$ cat src/rtl/pipeline_hazard_ctrl.sv
// Stall/bubble scheduler for the 5-stage pipeline: GPR hazards the bypass cannot cover,
// multi-cycle divider sequencing, data-memory wait freeze and a saturating stall counter.
module pipeline_hazard_ctrl #(
    parameter int unsigned DIV_LATENCY = 32,
    parameter int unsigned CNT_W       = 32
) (
    input  logic             clk,
    input  logic             rst_n,
    input  logic [4:0]       i_ID_raddr1,
    input  logic [4:0]       i_ID_raddr2,
    input  logic             i_ID_use_rs1,
    input  logic             i_ID_use_rs2,
    input  logic             i_ID_is_div,
    input  logic             i_ID_uses_hilo,
    input  logic             i_EXE_wen,
    input  logic [4:0]       i_EXE_waddr,
    input  logic             i_EXE_get_result_in_EXE,
    input  logic             i_MEM_wen,
    input  logic [4:0]       i_MEM_waddr,
    input  logic             i_MEM_get_result_in_MEM,
    input  logic             i_MEM_stall,
    input  logic             i_exception,
    output logic             o_PC_stall,
    output logic             o_IF_ID_stall,
    output logic             o_ID_EXE_bubble,
    output logic             o_pipe_freeze,
    output logic             o_div_start,
    output logic             o_div_busy,
    output logic [CNT_W-1:0] o_stall_cycles
);

    localparam logic [5:0] DivLoad = 6'(DIV_LATENCY - 1);

    typedef enum logic {StIdle, StDivRun} state_e;

    state_e           state_q, state_d;
    logic [5:0]       cnt_q, cnt_d;
    logic [CNT_W-1:0] stall_cnt_q, stall_cnt_d;

    logic rs1_live, rs2_live;
    logic raw_exe, raw_mem, data_haz, div_haz;

    assign rs1_live = i_ID_use_rs1 && (i_ID_raddr1 != 5'd0);
    assign rs2_live = i_ID_use_rs2 && (i_ID_raddr2 != 5'd0);

    assign raw_exe = i_EXE_wen && !i_EXE_get_result_in_EXE &&
                     ((rs1_live && (i_ID_raddr1 == i_EXE_waddr)) ||
                      (rs2_live && (i_ID_raddr2 == i_EXE_waddr)));
    assign raw_mem = i_MEM_wen && !i_MEM_get_result_in_MEM &&
                     ((rs1_live && (i_ID_raddr1 == i_MEM_waddr)) ||
                      (rs2_live && (i_ID_raddr2 == i_MEM_waddr)));

    // Hazards are masked while reset is held so only a memory wait can show through.
    assign data_haz = rst_n && (raw_exe || raw_mem);

    // Final divider cycle releases HI/LO consumers: results land at the next edge.
    assign div_haz = (i_ID_is_div || i_ID_uses_hilo) && o_div_busy && (cnt_q != 6'd0);

    assign o_div_busy     = (state_q == StDivRun);
    assign o_stall_cycles = stall_cnt_q;

    always_comb begin
        o_PC_stall      = 1'b0;
        o_IF_ID_stall   = 1'b0;
        o_ID_EXE_bubble = 1'b0;
        o_pipe_freeze   = 1'b0;
        o_div_start     = 1'b0;
        if (i_exception) begin
            o_div_start = 1'b0;
        end else if (i_MEM_stall) begin
            o_pipe_freeze = 1'b1;
            o_PC_stall    = 1'b1;
            o_IF_ID_stall = 1'b1;
        end else if (data_haz || div_haz) begin
            o_PC_stall      = 1'b1;
            o_IF_ID_stall   = 1'b1;
            o_ID_EXE_bubble = 1'b1;
        end else begin
            o_div_start = rst_n && i_ID_is_div;
        end
    end

    always_comb begin
        state_d = state_q;
        cnt_d   = cnt_q;
        unique case (state_q)
            StIdle: begin
                if (o_div_start) begin
                    state_d = StDivRun;
                    cnt_d   = DivLoad;
                end
            end
            StDivRun: begin
                if (i_exception) begin
                    state_d = StIdle;
                    cnt_d   = 6'd0;
                end else if (cnt_q == 6'd0) begin
                    if (o_div_start) begin
                        cnt_d = DivLoad;
                    end else begin
                        state_d = StIdle;
                    end
                end else begin
                    cnt_d = cnt_q - 6'd1;
                end
            end
            default: begin
                state_d = StIdle;
                cnt_d   = 6'd0;
            end
        endcase
    end

    always_comb begin
        stall_cnt_d = stall_cnt_q;
        if (o_PC_stall && (stall_cnt_q != {CNT_W{1'b1}})) begin
            stall_cnt_d = stall_cnt_q + 1'b1;
        end
    end

    always_ff @(posedge clk or negedge rst_n) begin
        if (!rst_n) begin
            state_q     <= StIdle;
            cnt_q       <= 6'd0;
            stall_cnt_q <= '0;
        end else begin
            state_q     <= state_d;
            cnt_q       <= cnt_d;
            stall_cnt_q <= stall_cnt_d;
        end
    end

endmodule

$ cat config.mk
export PLATFORM = sky130hd
export DESIGN_NAME = pipeline_hazard_ctrl
export DESIGN_NICKNAME = d
export VERILOG_FILES = /design/src/rtl/pipeline_hazard_ctrl.sv
export SDC_FILE = /design/constraint.sdc
export NUM_CORES = 1
export LEC_CHECK = 0
export BUFFER_PORTS_ARGS = -buffer_cell sky130_fd_sc_hd__buf_2
export CORE_AREA = 2 2 85 87
export CTS_CLUSTER_DIAMETER = 200
export DETAILED_ROUTE_END_ITERATION = 10
export DIE_AREA = 0 0 87 89
export GPL_TIMING_DRIVEN = 0
export PLACE_DENSITY_LB_ADDON = 0.1
export SETUP_SLACK_MARGIN = 0.05
export SYNTH_ARGS = -nofsm -noshare
export SYNTH_HDL_FRONTEND = slang
export SYNTH_SLANG_ARGS = --single-unit
$ cat constraint.sdc
create_clock -name clk -period 6.4 [get_ports clk]
set_input_delay 1.6 -clock clk [delete_from_list [all_inputs] [get_ports clk]]
set_output_delay 1.6 -clock clk [all_outputs]
set_load 0.02 [all_outputs]
### Word-level counts from Yosys, hierarchy flattened

Cells that the tools add are included.

* reduce and logical (&&, ||, !) cells: 26
* bitwise logic cells: 1
* $add $sub $neg: 2
* equal/unequal tests: 5
* mux-type cells: 18

Operators with widths (number)
* $add A32 B1 Y32 const B: 1
* $ne A32 B32 Y1 const B: 1
* $eq A5 B5 Y1: 4
* $mux W6: 3
* $logic_and A1 B1 Y1: 15
* $mux W1: 13
* $pmux W6 S2: 1
* $reduce_bool A5 Y1: 2
* $logic_not A6 Y1: 1
* $reduce_bool A6 Y1: 1
* $sub A6 B1 Y6 const B: 1
* $logic_or A1 B1 Y1: 5
* $logic_not A1 Y1: 2
* $pmux W1 S2: 1
* $not A1 Y1: 1

* bits in registers: 39
* input port bits: 32
* output and inout port bits: 38

### Depth between registers and ports, before layout

Gate-level depths: netlist of run 1.

* word-level depth: 15
* depth in mapped cells: 10

### Worst setup path before layout of run 1

OpenSTA, ideal clock, no wires.

* kind: input to output
* start: in i_ID_raddr2[1]
* end: out o_PC_stall
* stages: 7
* data required time: 4.800 ns
* arrival: 3.268 ns
* path slack: 1.532 ns
* cells stage by stage: or4_1 o21ai_0 a21oi_2 nor4_4 buf_6 nor2_1 buf_4

* cells in the longest elaborated chain, start to end: 11
* elaborated cells on any way between the ends: 16

Ends and longest elaborated chain
* start, declared: line 10 `input logic [4:0] i_ID_raddr2,`
* $reduce_bool A5 Y1: line 44 `assign rs2_live = i_ID_use_rs2 && (i_ID_raddr2 != 5'd0);`
* $logic_and A1 B1 Y1: line 44
* $logic_and A1 B1 Y1, on equally long branches: line 48, 51
* $logic_or A1 B1 Y1, on equally long branches: line 47, 50
* $logic_and A1 B1 Y1, on equally long branches: line 46, 49
* $logic_or A1 B1 Y1 *: line 54 `assign data_haz = rst_n && (raw_exe || raw_mem);`
* $logic_and A1 B1 Y1 *: line 54
* $logic_or A1 B1 Y1 *: line 74 `end else if (data_haz || div_haz) begin`
* $mux W1 * (3 in a row)
* end, declared: line 23 `output logic o_PC_stall,`

Mark *: on every way between the ends. The rest lies on a longest branch, timed or not.

### Final worst setup path of run 1

* start: in rst_n
* end: out o_PC_stall

* cells in the longest elaborated chain, start to end: 5

Ends and longest elaborated chain
* start, declared: line 8 `input logic rst_n,`
* $logic_and A1 B1 Y1: line 54
* $logic_or A1 B1 Y1: line 74
* $mux W1: line 74
* $mux W1: line 70 `end else if (i_MEM_stall) begin`
* $mux W1: line 68 `if (i_exception) begin`

No other way between the ends.

==> qor.txt, run 1 <==
Combinational share of power - 30.7%
Relative slew margins - 36.58%
Grt ovf - 0
Post-synthesis register bit count - 39
PortBufs - 69
Initial antenna violation count - 0
Later-pin clock latency in the skew report - 0.29 ns
Slew @ Worst Pin - 0.9513 ns
Top cell type's share of synthesized area - 37.77%
Area leader, netlist - dfrtp_1
Die Area - 7743 um2
Worst setup EP type - output port
Reg power frac - 46.5%
Clk root buf - clkbuf_8
Cell-internal power - 0.0004698 W
First-pass iteration count of the detailed router - 4
Share of layout cells above drive strength 1 - 38.75%
Total track usage - 16.26%
Global-route wire length before repair - 9963 um
DRT antenna net count - 0
Fin Clk Skew - 0.004708 ns
Fmax - 0.1781 GHz
Worst setup SP type - primary input
Min-delay worst type - reg -> reg
Fill cells - 645
Synth warnings - 0
Final Slew Violations - 0
Leakage - 1.438 nW
Core Rows - 30
Kind of critical path - in -> out
Via/cell ratio - 5.123
Top-count cell post-synth - xor2_1
Sequential area share after synthesis - 37.77%
Multiplexer area fraction after synthesis - 0.5811%
Post-Synth Simple-Gate Area - 32.45%
Dpl cells - 393
H-tree levels - 2
Arrival time worst endpoint - 4.01 ns
Final setup viols - 0
Syn Area/Cell - 10.59 um2
Mapped Cells - 244
Initial cell density of the core - 38.45%
DRC viols - 0
Total Wirelength - 5924 um
CTS clk-pin slew, worst paths - 0.07 ns
Nets - 354
Post-synthesis adder-cell area fraction - 0.9685%
Main combinational cell family by area after synthesis - simple AND/OR/NAND/NOR gates
Final total power - 0.0007345 W
Cts repair resizes - 0
# IOs - 70
Setup TNS - 0 ns
Final Hold Fails - 0
Post-DP HPWL - 4436 um
Max Buffers Root-to-Sink - 2
Switching power - 0.0002647 W
RSZ-0062 raised after global routing - false
Via count - 2049
PwrDens - 235.7 nW/um2
Buffer count from post-CTS setup fixing - 0
Mapped Area - 2584 um2
Max Cap Viol - 0
Syn Nets - 278
Hold Worst Slack - 0.4846 ns
Tmin final - 5.614 ns
Outcome - finished clean
Core area - 6719 um2
Number of synthesized flops with an enable pin - 0
CTS tree - built
Crit share post-route - 87.72%
Final GP Congestion - 0.7874
Vias in the first global route - 2058
Net Sw Frac - 36.04%
Wirelength per Cell - 14.81 um
CP required - 4.80 ns
Post-synth ARST share - 100.0%
XOR/XNOR share of the synthesized area - 17.97%
CTS Sinks - 39
Area grow syn2layout - 20.63%
N_diodes - 0
TritonCTS buffer count - 5
Cts hold-fix bufs - 0
Die height - 89 um
Count of cell types in the netlist - 49
Worst-path maximum fanout - 42
Largest net degree at the start of global routing - 43
Synth top area cells - dfrtp_1 (38%), xor2_1 (16%), nor4_2 (12%), and3_1 (2.4%), xnor2_1 (2.4%)
Starting DRT DRC Count - 56
Compound-Gate Fraction of Synth Area - 5.617%
Top cells by count, synth - xor2_1 (46), dfrtp_1 (39), nor4_2 (24)
Power share of the clock group - 22.8%
Die width - 87 um
Final Non-Filler Cells - 400
Most common flop cell mapped by yosys - dfrtp_1
Peak supply drop - 0.1093 mV
[final timing paths]
path	startpoint	to	slack [ns]	depth (start not counted)
setup / recovery	rst_n	o_PC_stall	0.79	10
setup reg to reg	cnt_q[0]$_DFF_PN0_	o_stall_cycles[25]$_DFFE_PN0P_	3.86	10
hold / removal	o_stall_cycles[26]$_DFFE_PN0P_	o_stall_cycles[26]$_DFFE_PN0P_	0.48	1
min in group asynchronous	rst_n	o_stall_cycles[22]$_DFFE_PN0P_	1.46	1
max in group asynchronous	rst_n	o_stall_cycles[1]$_DFFE_PN0P_	4.36	1
hold reg to reg	o_stall_cycles[26]$_DFFE_PN0P_	o_stall_cycles[26]$_DFFE_PN0P_	0.48	1
[cell type report]
type	count	area, um2	share of cell area [%]
plain buffers	12	97.59	3.131
clock buffers	6	82.58	2.650
clock inverters	1	5.005	0.1606
inverters	6	22.52	0.7226
multi-input cells	187	1488	47.73
flip-flops and latches	39	975.9	31.31
well taps	80	100.1	3.212
repair buffers	69	345.3	11.08
[sequential cells by signal, summed over array words and instances (netlist names)]
register / cells
o_div_busy: 1
cnt_q: 6
o_stall_cycles: 32
[power by group through the flow]
stage,combinational [W],sequential [W],clock (W)
2_1_floorplan,0.000114,0.000373,0
3_3_place_gp,0.000225,0.000346,0
3_5_place_dp,0.000227,0.000346,0
5_1_grt,0.000250,0.000349,0.000185
4_1_cts,0.000229,0.000342,0.000175
6_report,0.000226,0.000341,0.000168
[stage by stage]
stage               instance area, um2  worst slack [ns]  utilization [%]
floorplan                         2584             1.532                -
global placement                  3029            0.7425            45.08
detailed placement                3029            0.6558            45.08
CTS                               3117            0.6509            46.39
global route                      3117            0.5061            46.39
finish                            3117            0.7860            46.39
[cell usage in the layout, fill, tap and decap left out, types with 2 or more instances in the layout]
master | synthesis | routed
a21oi_1 | 4 | 4
a21oi_2 | 2 | 2
and2_1 | 2 | 2
and3_1 | 10 | 10
buf_2 | 3 | 72
buf_4 | 3 | 3
buf_6 | 5 | 5
clkbuf_8 | 0 | 6
dfrtp_1 | 39 | 39
ha_1 | 2 | 2
inv_1 | 6 | 6
nand2_1 | 15 | 15
nand2b_1 | 3 | 3
nand3_1 | 8 | 8
nand3b_1 | 5 | 5
nand4_1 | 6 | 6
nor2_1 | 8 | 8
nor2b_1 | 2 | 2
nor3_1 | 4 | 4
nor3_2 | 2 | 2
nor4_1 | 4 | 4
nor4_2 | 24 | 24
o21ai_0 | 4 | 4
or2b_1 | 3 | 3
or4_1 | 4 | 4
xnor2_1 | 7 | 7
xor2_1 | 46 | 46
[worst max-delay path: stages]
cell and delay (ns):
buf_2 0.71, nand3b_1 0.20, nor4_1 0.42, nand3_1 0.15, a21oi_2 0.26, nor4_4 0.11
buf_6 0.17, nor2_1 0.12, buf_4 0.12, buf_2 0.14
[per-layer routing]
metal	vias to the layer above	track usage (%)	share of wire [%]
met5	-	0	0
met4	0	5.256	1.3
met3	6	3.416	4.4
met2	59	26.23	46
met1	959	21.86	48
li1	1025	-	-
[logic make-up (layout without fill, tap and decap cells)]
| group | count (synthesis) | after routing |
|---|---|---|
| flops | 39 | 39 |
| compound gates | 21 | 21 |
| mux | 1 | 1 |
| buf+inv | 18 | 94 |
| simple gates | 110 | 110 |
| fa+ha+maj | 2 | 2 |
| xor+xnor | 53 | 53 |
Note: power is estimated with default switching activity, not from simulation.
==> run 2: changes to the inputs <==
--- a/config.mk
+++ b/config.mk
@@ -7,10 +7,11 @@
 export LEC_CHECK = 0
 export BUFFER_PORTS_ARGS = -buffer_cell sky130_fd_sc_hd__buf_2
 export CORE_AREA = 2 2 85 87
+export CTS_BUF_LIST = sky130_fd_sc_hd__clkbuf_2 sky130_fd_sc_hd__clkbuf_4 sky130_fd_sc_hd__clkbuf_8
 export CTS_CLUSTER_DIAMETER = 200
+export CTS_CLUSTER_SIZE = 16
 export DETAILED_ROUTE_END_ITERATION = 10
 export DIE_AREA = 0 0 87 89
-export GPL_TIMING_DRIVEN = 0
 export PLACE_DENSITY_LB_ADDON = 0.1
 export SETUP_SLACK_MARGIN = 0.05
 export SYNTH_ARGS = -nofsm -noshare
==> run 2 against run 1 <==
Non-clock buffer count fell by 8. Cell count fell by 2.0%. Via count rose by 1.3%. Global-route usage fell by 0.57 points. Cell area fell by 2.2%. Largest power group unchanged. Clock power rose by 2%.
==> qor.txt, run 2 (synthesis gave the netlist of run 1 again) <==
# IOs - 70 (unchanged)
Max Cap Viol - 0 (unchanged)
Peak supply drop - 0.07735 mV (was 0.1093 mV)
Worst-path maximum fanout - 41 (was 42)
Reg power frac - 46.6% (was 46.5%)
Largest net degree at the start of global routing - 42 (was 43)
Most common cell after layout, fill and taps aside - buf_2 (unchanged)
Fmax - 0.2051 GHz (was 0.1781 GHz)
Buffer count from post-CTS setup fixing - 0 (unchanged)
Starting DRT DRC Count - 69 (was 56)
PortBufs - 69 (unchanged)
Hold Worst Slack - 0.4846 ns (about the same)
DRC viols - 0 (unchanged)
Share of layout cells above drive strength 1 - 37.50% (was 38.75%)
Kind of critical path - in -> out (unchanged)
Cts repair resizes - 0 (unchanged)
Nets - 346 (was 354)
Wirelength per Cell - 14.69 um (was 14.81 um)
Outcome - finished clean (unchanged)
Initial cell density of the core - 38.45% (unchanged)
Commonest non-fill, non-tap cells in the layout - buf_2 (69), xor2_1 (46), dfrtp_1 (39), nor4_2 (24), nand2_1 (15) (was buf_2 (72), xor2_1 (46), dfrtp_1 (39), nor4_2 (24), nand2_1 (15))
CP required - 4.80 ns (about the same)
Leakage - 1.396 nW (was 1.438 nW)
First-pass iteration count of the detailed router - 4 (unchanged)
Final GP Congestion - 0.7998 (was 0.7874)
Core Rows - 30 (unchanged)
H-tree levels - 2 (unchanged)
Tmin final - 4.875 ns (was 5.614 ns)
Relative slew margins - 62.60% (was 36.58%)
DRT antenna net count - 0 (unchanged)
Arrival time worst endpoint - 3.28 ns (was 4.01 ns)
CTS tree - built (unchanged)
RSZ-0062 raised after global routing - false (unchanged)
Cts hold-fix bufs - 0 (unchanged)
Final Slew Violations - 0 (unchanged)
Global-route wire length before repair - 9632 um (was 9963 um)
Combinational share of power - 30.0% (was 30.7%)
Net Sw Frac - 36.39% (was 36.04%)
Grt ovf - 0 (unchanged)
CTS Sinks - 39 (unchanged)
Max Buffers Root-to-Sink - 2 (unchanged)
Min-delay worst type - reg -> reg (unchanged)
Via/cell ratio - 5.296 (was 5.123)
Switching power - 0.0002665 W (was 0.0002647 W)
Core area - 6719 um2 (unchanged)
N_diodes - 0 (unchanged)
Total Wirelength - 5757 um (was 5924 um)
Fin Clk Skew - 0.005531 ns (was 0.004708 ns)
Fin util - 45.38% (was 46.39%)
Slew @ Worst Pin - 0.5610 ns (was 0.9513 ns)
Max reg flops - 32 (unchanged)
Setup TNS - 0 ns (unchanged)
Initial antenna violation count - 0 (unchanged)
TritonCTS buffer count - 5 (unchanged)
Worst setup SP type - primary input (unchanged)
Reg2reg path depth - 10 (unchanged)
Total track usage - 15.70% (was 16.26%)
Crit share post-route - 76.18% (was 87.72%)
Die Area - 7743 um2 (unchanged)
Die height - 89 um (unchanged)
Worst setup EP type - output port (unchanged)
Vias in the first global route - 2014 (was 2058)
Cell depth of the worst min-delay path - 1 (unchanged)
Later-pin clock latency in the skew report - 0.29 ns (about the same)
Power share of the clock group - 23.4% (was 22.8%)
Clk root buf - clkbuf_8 (unchanged)
Cell-internal power - 0.0004658 W (was 0.0004698 W)
Die width - 87 um (unchanged)
Area grow syn2layout - 18.01% (was 20.63%)
Final Hold Fails - 0 (unchanged)
CTS clk-pin slew, worst paths - 0.08 ns (was 0.07 ns)
Final setup viols - 0 (unchanged)
Via count - 2076 (was 2049)
Post-DP HPWL - 4187 um (was 4436 um)
PwrDens - 240.2 nW/um2 (was 235.7 nW/um2)
run 2: cell types whose count changed in the layout (fill, tap and decap cells not counted):
cell | before | now
buf_4 | 3 | 4
buf_2 | 72 | 69
buf_6 | 5 | 0
clkbuf_1 | 1 | 0
run 2: worst max-delay path: stages:
cell and delay [ns]:
buf_2 0.14, buf_4 0.47, nand2_1 0.09, nor2_1 0.17, nand3_1 0.12, a21oi_2 0.29, nor4_4 0.08, nor2_1 0.11
buf_2 0.18
run 2: path summary, 6_finish.rpt:
kind                                                start                        endpoint  slack, ns
min in group asynchronous                           rst_n  o_stall_cycles[23]$_DFFE_PN0P_       1.47
max reg2reg                            cnt_q[0]$_DFF_PN0_   o_stall_cycles[1]$_DFFE_PN0P_       3.57
min                        o_stall_cycles[14]$_DFFE_PN0P_  o_stall_cycles[14]$_DFFE_PN0P_       0.48
max                                                 rst_n                      o_PC_stall       1.52
min reg2reg                o_stall_cycles[14]$_DFFE_PN0P_  o_stall_cycles[14]$_DFFE_PN0P_       0.48
max in group asynchronous                           rst_n              cnt_q[1]$_DFF_PN0_       4.56
run 2: metrics by stage:
step	instances	total power (W)	worst slack [ns]	area (um2)
after floorplan	244	0.0004869	1.532	2584
after global placement	385	0.0005658	1.473	2962
after detailed placement	385	0.0005675	1.465	2962
after CTS	392	0.0007419	1.465	3049
after global routing	392	0.0007837	1.342	3049
final	392	0.0007323	1.525	3049
run 2: routing by layer:
layer / wire length (um) / track usage [%]
met5: 0 / 0
met1: 2771 / 21.12
met4: 101 / 6.250
met3: 288 / 2.770
met2: 2596 / 25.12
run 2: area by class of cell:
| class | count | area [um2] |
|---|---|---|
| clock inverter | 1 | 5.005 |
| inverter | 6 | 22.52 |
| tap | 80 | 100.1 |
| timing repair buffer | 73 | 375.4 |
| fill | 663 | 3670 |
| clock buffer | 6 | 82.58 |
| multi-input combinational | 187 | 1488 |
| sequential | 39 | 975.9 |
run 2: power by group through the flow:
stage / Clock [W] / Combinational (W) / Sequential (W)
after detailed placement: 0 / 0.000221 / 0.000347
after global placement: 0 / 0.000219 / 0.000347
final: 0.000172 / 0.000220 / 0.000341
after floorplan: 0 / 0.000114 / 0.000373
after CTS: 0.000178 / 0.000222 / 0.000342
after global routing: 0.000187 / 0.000247 / 0.000350
